--- config.mk ---
export PLATFORM = sky130hd
export DESIGN_NAME = sd_data_gen
export DESIGN_NICKNAME = d
export VERILOG_FILES = /design/src/rtl/sd_data_gen.sv
export SDC_FILE = /design/constraint.sdc
export NUM_CORES = 1
export LEC_CHECK = 0
export BUFFER_PORTS_ARGS = -buffer_cell sky130_fd_sc_hd__buf_2
export CAP_MARGIN = 10
export CORE_MARGIN = 2
export CORE_UTILIZATION = 29
export DETAILED_ROUTE_END_ITERATION = 8
export GPL_TIMING_DRIVEN = 0
export HOLD_SLACK_MARGIN = 0.15
export PLACE_DENSITY_LB_ADDON = 0.05
export REMOVE_ABC_BUFFERS = 1
export SLEW_MARGIN = 20
export SYNTH_ARGS = -nofsm -noshare
export SYNTH_HDL_FRONTEND = slang
export SYNTH_SLANG_ARGS = --single-unit
--- constraint.sdc ---
create_clock -name clk -period 2.65 [get_ports clk]
set_input_delay 0.3975 -clock clk [delete_from_list [all_inputs] [get_ports clk]]
set_output_delay 0.3975 -clock clk [all_outputs]
set_load 0.005 [all_outputs]
--- src/rtl/sd_data_gen.sv ---
// SD card sector self-test sequencer.
// Writes one sector with an incrementing word pattern (0,1,2,...), reads the
// same sector back, and compares every returned word against its index.
// The outcome is reported as test_done / error_flag levels that stay valid
// until init_done falls or the block is reset.
module sd_data_gen #(
    parameter logic [31:0] TEST_SEC_ADDR = 32'd2000,
    parameter logic [8:0]  SEC_WORDS     = 9'd256,
    parameter logic [23:0] TIMEOUT_CYC   = 24'd10_000_000
) (
    input  logic        clk,
    input  logic        rst_n,
    input  logic        init_done,
    output logic        wr_start_en,
    output logic [31:0] wr_sec_addr,
    input  logic        wr_req,
    output logic [15:0] wr_data,
    input  logic        wr_busy,
    output logic        rd_start_en,
    output logic [31:0] rd_sec_addr,
    input  logic        rd_busy,
    input  logic        rd_val_en,
    input  logic [15:0] rd_val_data,
    output logic        test_done,
    output logic        error_flag
);

    typedef enum logic [2:0] {
        IDLE     = 3'd0,
        WR_START = 3'd1,
        WR_WAIT  = 3'd2,
        RD_START = 3'd3,
        RD_WAIT  = 3'd4,
        CHECK    = 3'd5,
        DONE     = 3'd6
    } state_t;

    state_t      state;
    logic        init_q;        // init_done delayed one cycle for edge detection
    logic        init_rise;
    logic [15:0] rd_cnt;        // words accepted from the read controller
    logic [15:0] match_cnt;     // accepted words equal to their index
    logic [23:0] state_cnt;     // cycles spent in the current state
    logic        wr_busy_seen;  // write controller has gone busy in WR_WAIT
    logic        rd_busy_seen;  // read controller has gone busy in RD_WAIT
    logic [15:0] sec_words_ext;
    logic        timeout_hit;
    logic        rd_accept;

    // The sector address never changes; both controllers see the same one.
    assign wr_sec_addr = TEST_SEC_ADDR;
    assign rd_sec_addr = TEST_SEC_ADDR;

    assign sec_words_ext = {7'd0, SEC_WORDS};
    // A level already high out of reset looks like an edge because init_q resets low.
    assign init_rise     = init_done & ~init_q;
    assign timeout_hit   = (state_cnt == TIMEOUT_CYC - 24'd1);
    // Pulses beyond one sector are dropped so both counters saturate at SEC_WORDS.
    assign rd_accept     = rd_val_en && (rd_cnt < sec_words_ext);

    // Test sequencer: state, counters and all registered outputs.
    always_ff @(posedge clk or negedge rst_n) begin
        if (!rst_n) begin
            // NOTE: every register, including the counters, is given a reset value here;
            // the block holds no memory array, so nothing is left without one.
            state        <= IDLE;
            init_q       <= 1'b0;
            wr_start_en  <= 1'b0;
            rd_start_en  <= 1'b0;
            wr_data      <= 16'd0;
            rd_cnt       <= 16'd0;
            match_cnt    <= 16'd0;
            state_cnt    <= 24'd0;
            wr_busy_seen <= 1'b0;
            rd_busy_seen <= 1'b0;
            test_done    <= 1'b0;
            error_flag   <= 1'b0;
        end else begin
            // NOTE: non-blocking assignments throughout; a later assignment to the
            // same register in this block overrides the defaults written just below.
            init_q      <= init_done;
            wr_start_en <= 1'b0;
            rd_start_en <= 1'b0;
            if (state_cnt != 24'hFF_FFFF) begin
                state_cnt <= state_cnt + 24'd1;
            end

            if (!init_done && (state != IDLE)) begin
                // Card lost its initialisation: abandon the test and forget the result.
                state        <= IDLE;
                wr_data      <= 16'd0;
                rd_cnt       <= 16'd0;
                match_cnt    <= 16'd0;
                state_cnt    <= 24'd0;
                wr_busy_seen <= 1'b0;
                rd_busy_seen <= 1'b0;
                test_done    <= 1'b0;
                error_flag   <= 1'b0;
            end else begin
                case (state)
                    IDLE: begin
                        if (init_rise) begin
                            state       <= WR_START;
                            wr_start_en <= 1'b1;
                            wr_data     <= 16'd0;
                            state_cnt   <= 24'd0;
                        end
                    end

                    WR_START: begin
                        state        <= WR_WAIT;
                        wr_data      <= 16'd0;
                        wr_busy_seen <= 1'b0;
                        state_cnt    <= 24'd0;
                    end

                    WR_WAIT: begin
                        // wr_data is the word counter itself: the sector gets 0,1,2,...
                        if (wr_req) begin
                            wr_data <= wr_data + 16'd1;
                        end
                        if (wr_busy) begin
                            wr_busy_seen <= 1'b1;
                        end
                        if (wr_busy_seen && !wr_busy) begin
                            state       <= RD_START;
                            rd_start_en <= 1'b1;
                            rd_cnt      <= 16'd0;
                            match_cnt   <= 16'd0;
                            state_cnt   <= 24'd0;
                        end else if (timeout_hit) begin
                            state      <= DONE;
                            test_done  <= 1'b1;
                            error_flag <= 1'b1;
                            state_cnt  <= 24'd0;
                        end
                    end

                    RD_START: begin
                        state        <= RD_WAIT;
                        rd_cnt       <= 16'd0;
                        match_cnt    <= 16'd0;
                        rd_busy_seen <= 1'b0;
                        state_cnt    <= 24'd0;
                    end

                    RD_WAIT: begin
                        if (rd_accept) begin
                            rd_cnt <= rd_cnt + 16'd1;
                            if (rd_val_data == rd_cnt) begin
                                match_cnt <= match_cnt + 16'd1;
                            end
                        end
                        if (rd_busy) begin
                            rd_busy_seen <= 1'b1;
                        end
                        if (rd_busy_seen && !rd_busy) begin
                            state     <= CHECK;
                            state_cnt <= 24'd0;
                        end else if (timeout_hit) begin
                            state      <= DONE;
                            test_done  <= 1'b1;
                            error_flag <= 1'b1;
                            state_cnt  <= 24'd0;
                        end
                    end

                    CHECK: begin
                        // Pass only if a full sector came back and every word matched.
                        state      <= DONE;
                        test_done  <= 1'b1;
                        error_flag <= (match_cnt != sec_words_ext) ||
                                      (rd_cnt != sec_words_ext);
                        state_cnt  <= 24'd0;
                    end

                    DONE: begin
                        // Result held; only init_done falling or reset leaves this state.
                        state <= DONE;
                    end

                    default: begin
                        state     <= IDLE;
                        state_cnt <= 24'd0;
                    end
                endcase
            end
        end
    end

endmodule

==> impl_metrics.json, run 1 <==
{
  "max_freq_mhz": 418,
  "detail_route.wl_per_cell_um": 15.3,
  "timing.critical_path.arrival_ps": 2580,
  "grt_overflow": 0,
  "drt_wl_total_mm": 13.0,
  "synth_top_area_cell": "sky130_fd_sc_hd__dfrtp_1",
  "remaining_drc_errors": 0,
  "grt_pass1_vias": 3949,
  "cellPowerDensity_nw_per_um2": 520,
  "total_track_usage_pct": 14.4,
  "tritoncts_num_sinks": 82,
  "worst_path_largest_cell_delay_ps": 600,
  "cts_made_buffers": 9,
  "path_delay_family": "simple AND/OR/NAND/NOR gates",
  "area.growth.synth_to_final_pct": 10.9,
  "io_buffer_count": 42,
  "floorplan.die.height_um": 138,
  "dpl.hpwl_mm": 9.21,
  "crit_path_start": "state_cnt[0]",
  "synth_edf_count": 0,
  "cp_cell_sequence": "ha_1 > nand3_1 > or3_1 > or4b_1 > xor2_1 > nor2_1",
  "finalClockSkew_ps": 12.5,
  "synth_top_family_by_area": "simple AND/OR/NAND/NOR gates",
  "initialDrtViolationCount": 284,
  "synth-compound-area-share_pct": 16.0,
  "clk_transition_reported_paths_ps": 60,
  "floorplan.initialDensity_pct": 29.8,
  "final_cell_area_um2": 5730,
  "num_vias": 4244,
  "yosys_register_bits": 82,
  "setup_viol": 0,
  "yosys.area_share.simple_pct": 23.9,
  "vdd_ir_drop_max_mv": 0.312,
  "hold_path.class": "primary input to flip-flop",
  "min_from": "wr_busy",
  "cts.path.max_buffers": 2,
  "fin_total_pwr_uw": 2980,
  "synth.yosys.warnings": 0,
  "cts-htree-levels": 3,
  "ws_path_type": "flip-flop to flip-flop",
  "detail_route.first_pass.iterations": 4,
  "die_width_um": 138,
  "synthMostInstantiatedCell": "sky130_fd_sc_hd__dfrtp_1",
  "timing.final.crit_share_pct": 90.2,
  "drive_gt1_share_pct": 12.2,
  "synth-main-ff-cell": "sky130_fd_sc_hd__dfrtp_1",
  "accumulated_negative_setup_slack_ps": 0,
  "final_antenna_net_count": 0,
  "crit_path_start_kind": "flip-flop",
  "synth_xor_area_share_pct": 6.27,
  "synth_commonest_cells": "sky130_fd_sc_hd__dfrtp_1 (82), sky130_fd_sc_hd__buf_4 (64), sky130_fd_sc_hd__nor2_1 (50), sky130_fd_sc_hd__nand2_1 (34), sky130_fd_sc_hd__o21ai_0 (32)",
  "core_area_um2": 17400,
  "timing.max_slew.rel_slack_pct": 50.0,
  "worst_r2r_startpoint": "state_cnt[0]",
  "overall_die_area_um2": 18900,
  "syn-cell-area_um2": 5170,
  "synth_sequential_area_ratio_pct": 39.7,
  "ys_top_cells_by_area": "sky130_fd_sc_hd__dfrtp_1 (40%), sky130_fd_sc_hd__buf_4 (9.3%), sky130_fd_sc_hd__xor2_1 (3.9%)",
  "yosysUniqueCellTypes": 67,
  "hold_violations": 0,
  "synth-adder-area-share_pct": 1.45,
  "timing_max_transition_violations_final": 0,
  "hold_ws_ps": 378,
  "cts_root_buffer": "sky130_fd_sc_hd__clkbuf_16",
  "floorplan.io_pins": 107,
  "fin_nets": 645,
  "antenna_violations_before_repair": 0,
  "crit_buf_inv": 0,
  "synth_cells": 583,
  "critical_path_required_ps": 2850,
  "outcome": "completed",
  "power.leakage_uw": 0.00252,
  "timing.final.crit_period_ps": 2390,
  "tritoncts_clock_tree": "built",
  "gpl.final_weighted_congestion": 0.771,
  "worstPathMaxFanout": 9,
  "maxCapViolCount": 0,
  "grt_start_max_net_pins": 52,
  "critical_path.endpoint_type": "flip-flop",
  "grt_first_pass_wirelength_mm": 21.2,
  "async_reset_ff_share_pct": 100,
  "place_area_um2": 5370,
  "synth.mux.area_fraction_pct": 0.581,
  "slowest_stage": "sky130_fd_sc_hd__or3_1",
  "floorplan.rows": 48,
  "max_slew.worst_pin.slew_ps": 744,
  "vias_per_cell": 5.02,
  "diodes": 0,
  "synthesis.area_per_instance_um2": 8.87,
  "grt_setup_unrepaired": "no",
  "synth_top_area_share_pct": 39.7,
  "clkLatencyLatePin_ps": 340
}
## sequential cells by signal, indices dropped and copies added (netlist names)
| name | cells |
|---|---|
| rd_busy_seen | 1 |
| rd_cnt | 16 |
| error_flag | 1 |
| state_cnt | 24 |
| test_done | 1 |
| wr_data | 16 |
| wr_start_en | 1 |
| wr_busy_seen | 1 |
| state | 3 |
| init_q | 1 |
| rd_start_en | 1 |
| match_cnt | 16 |
## per-stage QoR
stage	setup WS [ps]	util, %	instances
2_1_floorplan	513	-	560
3_3_place_gp	-430	30.7	827
3_5_place_dp	-391	31.0	828
4_1_cts	65.4	32.9	845
5_1_grt	36.0	33.0	846
6_report	260	33.0	846
## final timing paths
| check | endpoint | slack [ps] | cells past startpoint |
|---|---|---|---|
| setup reg to reg | state_cnt[22] | 260 | 6 |
| min in group asynchronous | wr_data[5] | 500 | 2 |
| hold / removal | rd_start_en | 380 | 3 |
| max in group asynchronous | state[0] | 1560 | 3 |
| hold reg to reg | match_cnt[5] | 510 | 1 |
| setup / recovery | state_cnt[22] | 260 | 6 |
## where the power goes
part	internal (µW)	total [µW]	switching, µW	leakage [µW]
Sequential	1290	1350	61.1	0.00113
Clock	781	1300	522	0.000145
Combinational	111	330	218	0.00125
## cell families after synthesis
group                      after synthesis
DFF                                     82
adders and majority gates                6
AOI/OAI and AO/OA                      127
buffers and inverters                   98
muxes                                    3
other                                    2
xor gates and xnor gates                37
and+or+nand+nor                        228
## repair_timing
item,in CTS,in global routing
endpoints found under the hold margin,31,0
setup buffers,0,1
hold buffers,1,0
setup endpoints to repair,17,24
gates resized for setup,2,7
pin swaps,0,1
cloned,0,0
## layout by cell type, fill, tap and decap left out, types with 15 or more instances in the layout
cell type and instances:
sky130_fd_sc_hd__nor2_1 49, sky130_fd_sc_hd__nand4_1 16, sky130_fd_sc_hd__conb_1 64, sky130_fd_sc_hd__nand2_1 34
sky130_fd_sc_hd__o21ai_0 32, sky130_fd_sc_hd__a21oi_1 24, sky130_fd_sc_hd__xor2_1 23, sky130_fd_sc_hd__nand3_1 23
sky130_fd_sc_hd__buf_2 41, sky130_fd_sc_hd__and3_1 15, sky130_fd_sc_hd__a31oi_1 22, sky130_fd_sc_hd__dfrtp_1 79
## tightest hold or removal path, cell delays in order
cell and delay (ps):
sky130_fd_sc_hd__buf_2 90, sky130_fd_sc_hd__nand2b_1 140, sky130_fd_sc_hd__nor2_1 50
## cell type report
type                            count  area [µm²]
Timing Repair Buffer               45         262
Clock inverter                      4        50.0
Inverter                           13        48.8
Sequential cell                    82        2060
Multi-Input combinational cell    465        2780
Tap cell                          225         282
Clock buffer                       12         256
Fill cell                        1848       11600
## routing by layer
layer	GRT usage (%)	share of wire [%]	vias up
met3	3.90	4.2	7
met5	0	0	-
li1	-	-	2065
met4	3.21	0.81	0
met2	22.6	46	103
met1	19.8	49	2069
No activity file was read; power rests on OpenSTA's default activity.
==> run 2: changes to the inputs <==
CTS_BUF_LIST = sky130_fd_sc_hd__clkbuf_16   (was unset)
==> run 2 against run 1 <==
  * Final area is 0.35% lower
  * First-iteration DRC count up 2.1%
  * Flip-flop and latch count unchanged
  * Largest cell class unchanged
  * Power is 2.2% lower
  * Via count down 0.19%
  * Register-to-register slack barely moved
==> impl_metrics.json, run 2 (synthesis gave the netlist of run 1 again) <==
{
  "detail_route.wl_per_cell_um": 15.4,
  "hold_violations": 0,
  "area.growth.synth_to_final_pct": 10.5,
  "initialDrtViolationCount": 290,
  "floorplan.io_pins": 107,
  "timing.reg2reg.worst_path_depth": 6,
  "cts_root_buffer": "sky130_fd_sc_hd__clkbuf_16",
  "timing.critical_path.arrival_ps": 2590,
  "min_to": "rd_start_en",
  "grt_first_pass_wirelength_mm": 21.2,
  "grt_start_max_net_pins": 52,
  "fin_total_pwr_uw": 2920,
  "timing.final.crit_share_pct": 90.1,
  "crit-reg2reg-capture": "state_cnt[22]",
  "drive_gt1_share_pct": 11.9,
  "remaining_drc_errors": 0,
  "clkLatencyLatePin_ps": 340,
  "gpl.final_weighted_congestion": 0.771,
  "largest_reg_flops": 24,
  "crit_buf_inv": 0,
  "overall_die_area_um2": 18900,
  "cp_cell_sequence": "ha_1 > nand3_1 > or3_1 > or4b_1 > xor2_1 > nor2_1",
  "worstPathMaxFanout": 9,
  "place_inst": 828,
  "worst_path_largest_cell_delay_ps": 600,
  "max_freq_mhz": 419,
  "timing.final.crit_period_ps": 2390,
  "cts.path.max_buffers": 2,
  "outcome": "completed",
  "worst_r2r_startpoint": "state_cnt[0]",
  "finalClockSkew_ps": 12.4,
  "fin_nets": 645,
  "most-common-layout-cells": "sky130_fd_sc_hd__dfrtp_1 (79), sky130_fd_sc_hd__conb_1 (64), sky130_fd_sc_hd__nor2_1 (49)",
  "vdd_ir_drop_max_mv": 0.314,
  "hold_path.class": "primary input to flip-flop",
  "floorplan.initialDensity_pct": 29.8,
  "dpl.hpwl_mm": 9.21,
  "critical_path_required_ps": 2850,
  "ws_path_type": "flip-flop to flip-flop",
  "max_layer_used": "met4",
  "whs_path_depth": 3,
  "cts_made_buffers": 9,
  "cts-htree-levels": 3,
  "num_vias": 4236,
  "post_layout_nonfiller_instances": 846,
  "maxCapViolCount": 0,
  "crit_path_start_kind": "flip-flop",
  "antenna_violations_before_repair": 0,
  "num-fill-cells": 1848,
  "layout_commonest_cell": "sky130_fd_sc_hd__dfrtp_1",
  "floorplan.rows": 48,
  "path_delay_family": "simple AND/OR/NAND/NOR gates",
  "clk_transition_reported_paths_ps": 60,
  "tritoncts_num_sinks": 82,
  "power.leakage_uw": 0.00252,
  "floorplan.die.height_um": 138,
  "route.met2.wl_mm": 6.00,
  "accumulated_negative_setup_slack_ps": 0,
  "cellPowerDensity_nw_per_um2": 510,
  "top_register": "state_cnt",
  "setup_viol": 0,
  "drt_wl_total_mm": 13.0,
  "detail_route.first_pass.iterations": 4,
  "crit_path_start": "state_cnt[0]",
  "timing_max_transition_violations_final": 0,
  "finalCoreUtilization_pct": 32.9,
  "grt_overflow": 0,
  "max_slew.worst_pin.slew_ps": 744,
  "slowest_stage": "sky130_fd_sc_hd__or3_1",
  "total_track_usage_pct": 14.4,
  "grt_pass1_vias": 3944,
  "detailroute.wirelength.met3_um": 671,
  "reg2reg_slack_ps": 260,
  "vias_per_cell": 5.01,
  "final_antenna_net_count": 0,
  "core_area_um2": 17400,
  "min_from": "wr_busy",
  "io_buffer_count": 42,
  "critical_path.endpoint_type": "flip-flop",
  "diodes": 0,
  "timing.max_slew.rel_slack_pct": 50.0,
  "tritoncts_clock_tree": "built",
  "die_width_um": 138,
  "hold_ws_ps": 377,
  "grt_setup_unrepaired": "no",
  "met1_length_mm": 6.20
}
run 2: changes by cell type in the layout (fill, tap and decap cells not counted):
cell / previous run / this run
sky130_fd_sc_hd__clkbuf_1: 1 / 0
sky130_fd_sc_hd__clkinv_1: 0 / 2
sky130_fd_sc_hd__clkbuf_8: 2 / 0
sky130_fd_sc_hd__inv_1: 13 / 14
run 2: worst max-delay path by stage:
| stage | end | slack (ps) | cells after the start |
|---|---|---|---|
| finish | state_cnt[22] | 260 | 6 |
| global route | rd_cnt[3] | 40 | 5 |
| CTS | match_cnt[11] | 60 | 5 |
| detailed placement | rd_cnt[8] | -390 | 6 |
| global placement | match_cnt[15] | -430 | 6 |
| floorplan | state_cnt[0] | 510 | 5 |
run 2: what timing repair did:
item | 4_1_cts | 5_1_grt
setup endpoints to repair | 17 | 24
gates resized for setup | 2 | 7
hold buffers | 1 | 0
endpoints found under the hold margin | 31 | 0
pin swaps | 0 | 1
setup buffers | 0 | 1
run 2: stage by stage:
step | setup WS (ps) | instance area, µm²
after global routing | 37.1 | 5710
after global placement | -430 | 5320
after CTS | 64.6 | 5690
final | 262 | 5710
after detailed placement | -391 | 5370
after floorplan | 513 | 4830
run 2: area by class of cell:
class | instances | area [µm²] | share of cell area, %
multi-input cells | 465 | 2780 | 48.7
inverters | 13 | 48.8 | 0.854
well taps | 225 | 282 | 4.93
repair buffers | 45 | 262 | 4.58
flip-flops and latches | 82 | 2060 | 36.0
clock inverters | 7 | 61.3 | 1.07
clock buffers | 9 | 225 | 3.94
run 2: power breakdown:
part | total (µW) | internal, µW | switching (µW)
combinational | 330 | 111 | 218
clock | 1240 | 719 | 518
sequential | 1350 | 1290 | 61.2
total | 2920 | 2120 | 798
run 2: routing by layer:
metal	track usage (%)	up-vias
met5	0	-
met4	3.04	0
met3	3.90	8
met2	22.7	118
met1	19.8	2046
li1	-	2064
run 2: worst register-to-register path: cells and delay by family, from the launching register on:
family,cells,cell delay (ps)
xor gates and xnor gates,1,140
adders and majority gates,1,220
DFF,1,400
and+or+nand+nor,4,1490
==> run 3: changes to the inputs <==
ABC_AREA = 1   (was unset)
==> run 3 against run 2 <==
  * Sequential power hardly changed
  * Critical path depth is 4 higher
  * Global-route usage up 0.34 points
  * Flip-flop and latch count stayed put
  * Cell count is 43% higher
  * Largest cell class unchanged
  * Highest routed layer unchanged
  * Routed wire length increased by 17%
==> impl_metrics.json, run 3 <==
{
  "hold_violations": 0,
  "synth_commonest_cells": "sky130_fd_sc_hd__nand2_1 (217), sky130_fd_sc_hd__nor2_1 (156), sky130_fd_sc_hd__inv_1 (113), sky130_fd_sc_hd__nand3_1 (100), sky130_fd_sc_hd__dfrtp_1 (82)",
  "die_width_um": 148,
  "synth.mux.area_fraction_pct": 0,
  "critical_path.endpoint_type": "flip-flop",
  "sequential_group_share_of_total_power_pct": 34.1,
  "synth_cells": 895,
  "timing.critical_path.arrival_ps": 2470,
  "yosys_register_bits": 82,
  "grt_overflow": 0,
  "vias_per_cell": 4.38,
  "power.switching_fraction_pct": 40.3,
  "place_area_um2": 6220,
  "top_register": "state_cnt",
  "remaining_drc_errors": 0,
  "synth-compound-area-share_pct": 5.88,
  "tritoncts_clock_tree": "built",
  "synth-main-ff-cell": "sky130_fd_sc_hd__dfrtp_1",
  "floorplan.die.height_um": 148,
  "power_frac_comb_pct": 32.9,
  "clk_transition_reported_paths_ps": 70,
  "critical_path_required_ps": 2880,
  "power.leakage_uw": 0.00322,
  "clock_power_share_pct": 33.0,
  "placement.setup.worst_slack_ps": 89.5,
  "most-common-layout-cells": "sky130_fd_sc_hd__nand2_1 (216), sky130_fd_sc_hd__nor2_1 (155), sky130_fd_sc_hd__inv_1 (113)",
  "total_track_usage_pct": 14.7,
  "drive_gt1_share_pct": 10.5,
  "floorplan.io_pins": 107,
  "vdd_ir_drop_max_mv": 0.339,
  "layout_commonest_cell": "sky130_fd_sc_hd__nand2_1",
  "cts_made_buffers": 9,
  "clkLatencyLatePin_ps": 350,
  "area.growth.synth_to_final_pct": 9.31,
  "outcome": "completed",
  "io_buffer_count": 42,
  "net-switching-power_uw": 1620,
  "synth_top_area_cell": "sky130_fd_sc_hd__dfrtp_1",
  "drt_wl_total_mm": 15.2,
  "tritoncts_num_sinks": 82,
  "cts.path.max_buffers": 2,
  "hold_path.class": "primary input to flip-flop",
  "final_antenna_net_count": 0,
  "cp_cell_sequence": "ha_1 > inv_1 > nor2_1 > nand2_1 > nor2_1 > nand3_1 > nand2_1 > nand2_2 > nand2_1 > nor2_1",
  "synthMostInstantiatedCell": "sky130_fd_sc_hd__nand2_1",
  "worst_path_largest_cell_delay_ps": 410,
  "synth.yosys.warnings": 0,
  "timing_max_transition_violations_final": 0,
  "slowest_stage": "sky130_fd_sc_hd__dfrtp_1",
  "antenna_violations_before_repair": 0,
  "synth_sequential_area_ratio_pct": 34.3,
  "timing.final.ws_setup_ps": 406,
  "detail_route.wl_per_cell_um": 12.6,
  "largest_reg_flops": 24,
  "grt_first_pass_wirelength_mm": 25.9,
  "dpl.hpwl_mm": 11.2,
  "maxCapViolCount": 0,
  "ys_top_cells_by_area": "sky130_fd_sc_hd__dfrtp_1 (34%), sky130_fd_sc_hd__nand2_1 (14%), sky130_fd_sc_hd__nor2_1 (9.8%)",
  "yosysUniqueCellTypes": 40,
  "initialDrtViolationCount": 316,
  "synth_xor_area_share_pct": 1.03,
  "cts-htree-levels": 3,
  "floorplan.rows": 52,
  "synth_edf_count": 0,
  "crit_buf_inv": 1,
  "gpl.final_weighted_congestion": 0.770,
  "grt_start_max_net_pins": 46,
  "diodes": 0,
  "internal_power_uw": 2400,
  "grt_pass1_vias": 5198,
  "hold_ws_ps": 242,
  "detail_route.first_pass.iterations": 4,
  "max_slew.worst_pin.slew_ps": 630,
  "floorplan.initialDensity_pct": 29.5,
  "num_vias": 5299,
  "grt_setup_unrepaired": "no",
  "max_freq_mhz": 446,
  "path_delay_family": "simple AND/OR/NAND/NOR gates",
  "syn-cell-area_um2": 5980,
  "async_reset_ff_share_pct": 100,
  "cellPowerDensity_nw_per_um2": 614,
  "final_cell_area_um2": 6540,
  "crit_path_start_kind": "flip-flop",
  "post-cts-setup-buffer-count": 0,
  "finalCoreUtilization_pct": 32.3,
  "worstPathMaxFanout": 21,
  "synthesis.area_per_instance_um2": 6.68,
  "timing.final.crit_share_pct": 84.7,
  "cts_root_buffer": "sky130_fd_sc_hd__clkbuf_16",
  "synth-adder-area-share_pct": 1.26,
  "core_area_um2": 20200,
  "yosys.area_share.simple_pct": 39.9,
  "timing.final.crit_period_ps": 2240,
  "timing.max_slew.rel_slack_pct": 58.0,
  "setup_viol": 0,
  "synth_top_area_share_pct": 34.3,
  "fin_nets": 964,
  "synth_top_family_by_area": "simple AND/OR/NAND/NOR gates",
  "overall_die_area_um2": 21800,
  "ws_path_type": "flip-flop to flip-flop",
  "finalClockSkew_ps": 9.64
}
[run 3: cell types whose count changed after synthesis, moves of 12 or more]
| cell | delta |
|---|---|
| sky130_fd_sc_hd__inv_1 | +100 |
| sky130_fd_sc_hd__o21ai_0 | -20 |
| sky130_fd_sc_hd__nor4_1 | -14 |
| sky130_fd_sc_hd__clkbuf_1 | -15 |
| sky130_fd_sc_hd__and3_1 | -15 |
| sky130_fd_sc_hd__or3_1 | -12 |
| sky130_fd_sc_hd__a31oi_1 | -22 |
| sky130_fd_sc_hd__nand2_1 | +183 |
| sky130_fd_sc_hd__xnor2_1 | -12 |
| sky130_fd_sc_hd__nand3_1 | +77 |
| sky130_fd_sc_hd__nor2_1 | +106 |
| sky130_fd_sc_hd__xor2_1 | -18 |
[run 3: timing repair]
item / in CTS / in global routing
hold endpoints to repair: 37 / 0
endpoints found under the setup margin: 0 / 23
gates resized for setup: 0 / 1
hold buffers: 1 / 0
[run 3: kinds of logic after synthesis]
family,Yosys count
other,2
buffers and inverters,201
flip-flops,82
adder cells (fa/ha/maj),6
AO/OA/AOI/OAI,60
AND/OR/NAND/NOR,537
XOR/XNOR,7
[run 3: area by class of cell]
cell class,instances,area [µm²]
Tap cell,270,338
Timing Repair Buffer,45,265
Clock buffer,9,225
Inverter,123,462
Multi-Input combinational cell,674,3120
Clock inverter,7,76.3
Sequential cell,82,2050
Fill cell,2254,13700
[run 3: power by group through the flow]
stage               logic [µW]  clock network (µW)  registers (µW)
finish                    1320                1320            1370
global route              1520                1430            1380
CTS                       1360                1380            1370
detailed placement        1350                   0            1390
global placement          1330                   0            1400
floorplan                  924                   0            1380
[run 3: stage by stage]
step	power [µW]	std cells	setup TNS [ps]
after CTS	4100	1210	0
after detailed placement	2740	1193	0
after floorplan	2300	879	0
after global routing	4330	1210	0
after global placement	2730	1191	-2860
final	4010	1210	0
[run 3: per-layer routing]
metal  up-vias  wire length, µm  GRT usage (%)
li1       2784                -              -
met1      2389             7740           21.0
met2       112             6770           23.4
met3        14              503           1.73
met4         0              214           4.66
met5         -                0              0
[run 3: final timing paths]
kind	startpoint	end	slack [ps]	depth (start not counted)
setup / recovery	state_cnt[0]	state_cnt[16]	410	10
hold / removal	init_done	init_q	240	1
setup reg to reg	state_cnt[0]	state_cnt[16]	410	10
hold reg to reg	test_done	test_done	530	2
max in group asynchronous	rst_n	match_cnt[15]	1550	3
min in group asynchronous	rst_n	state_cnt[12]	530	2
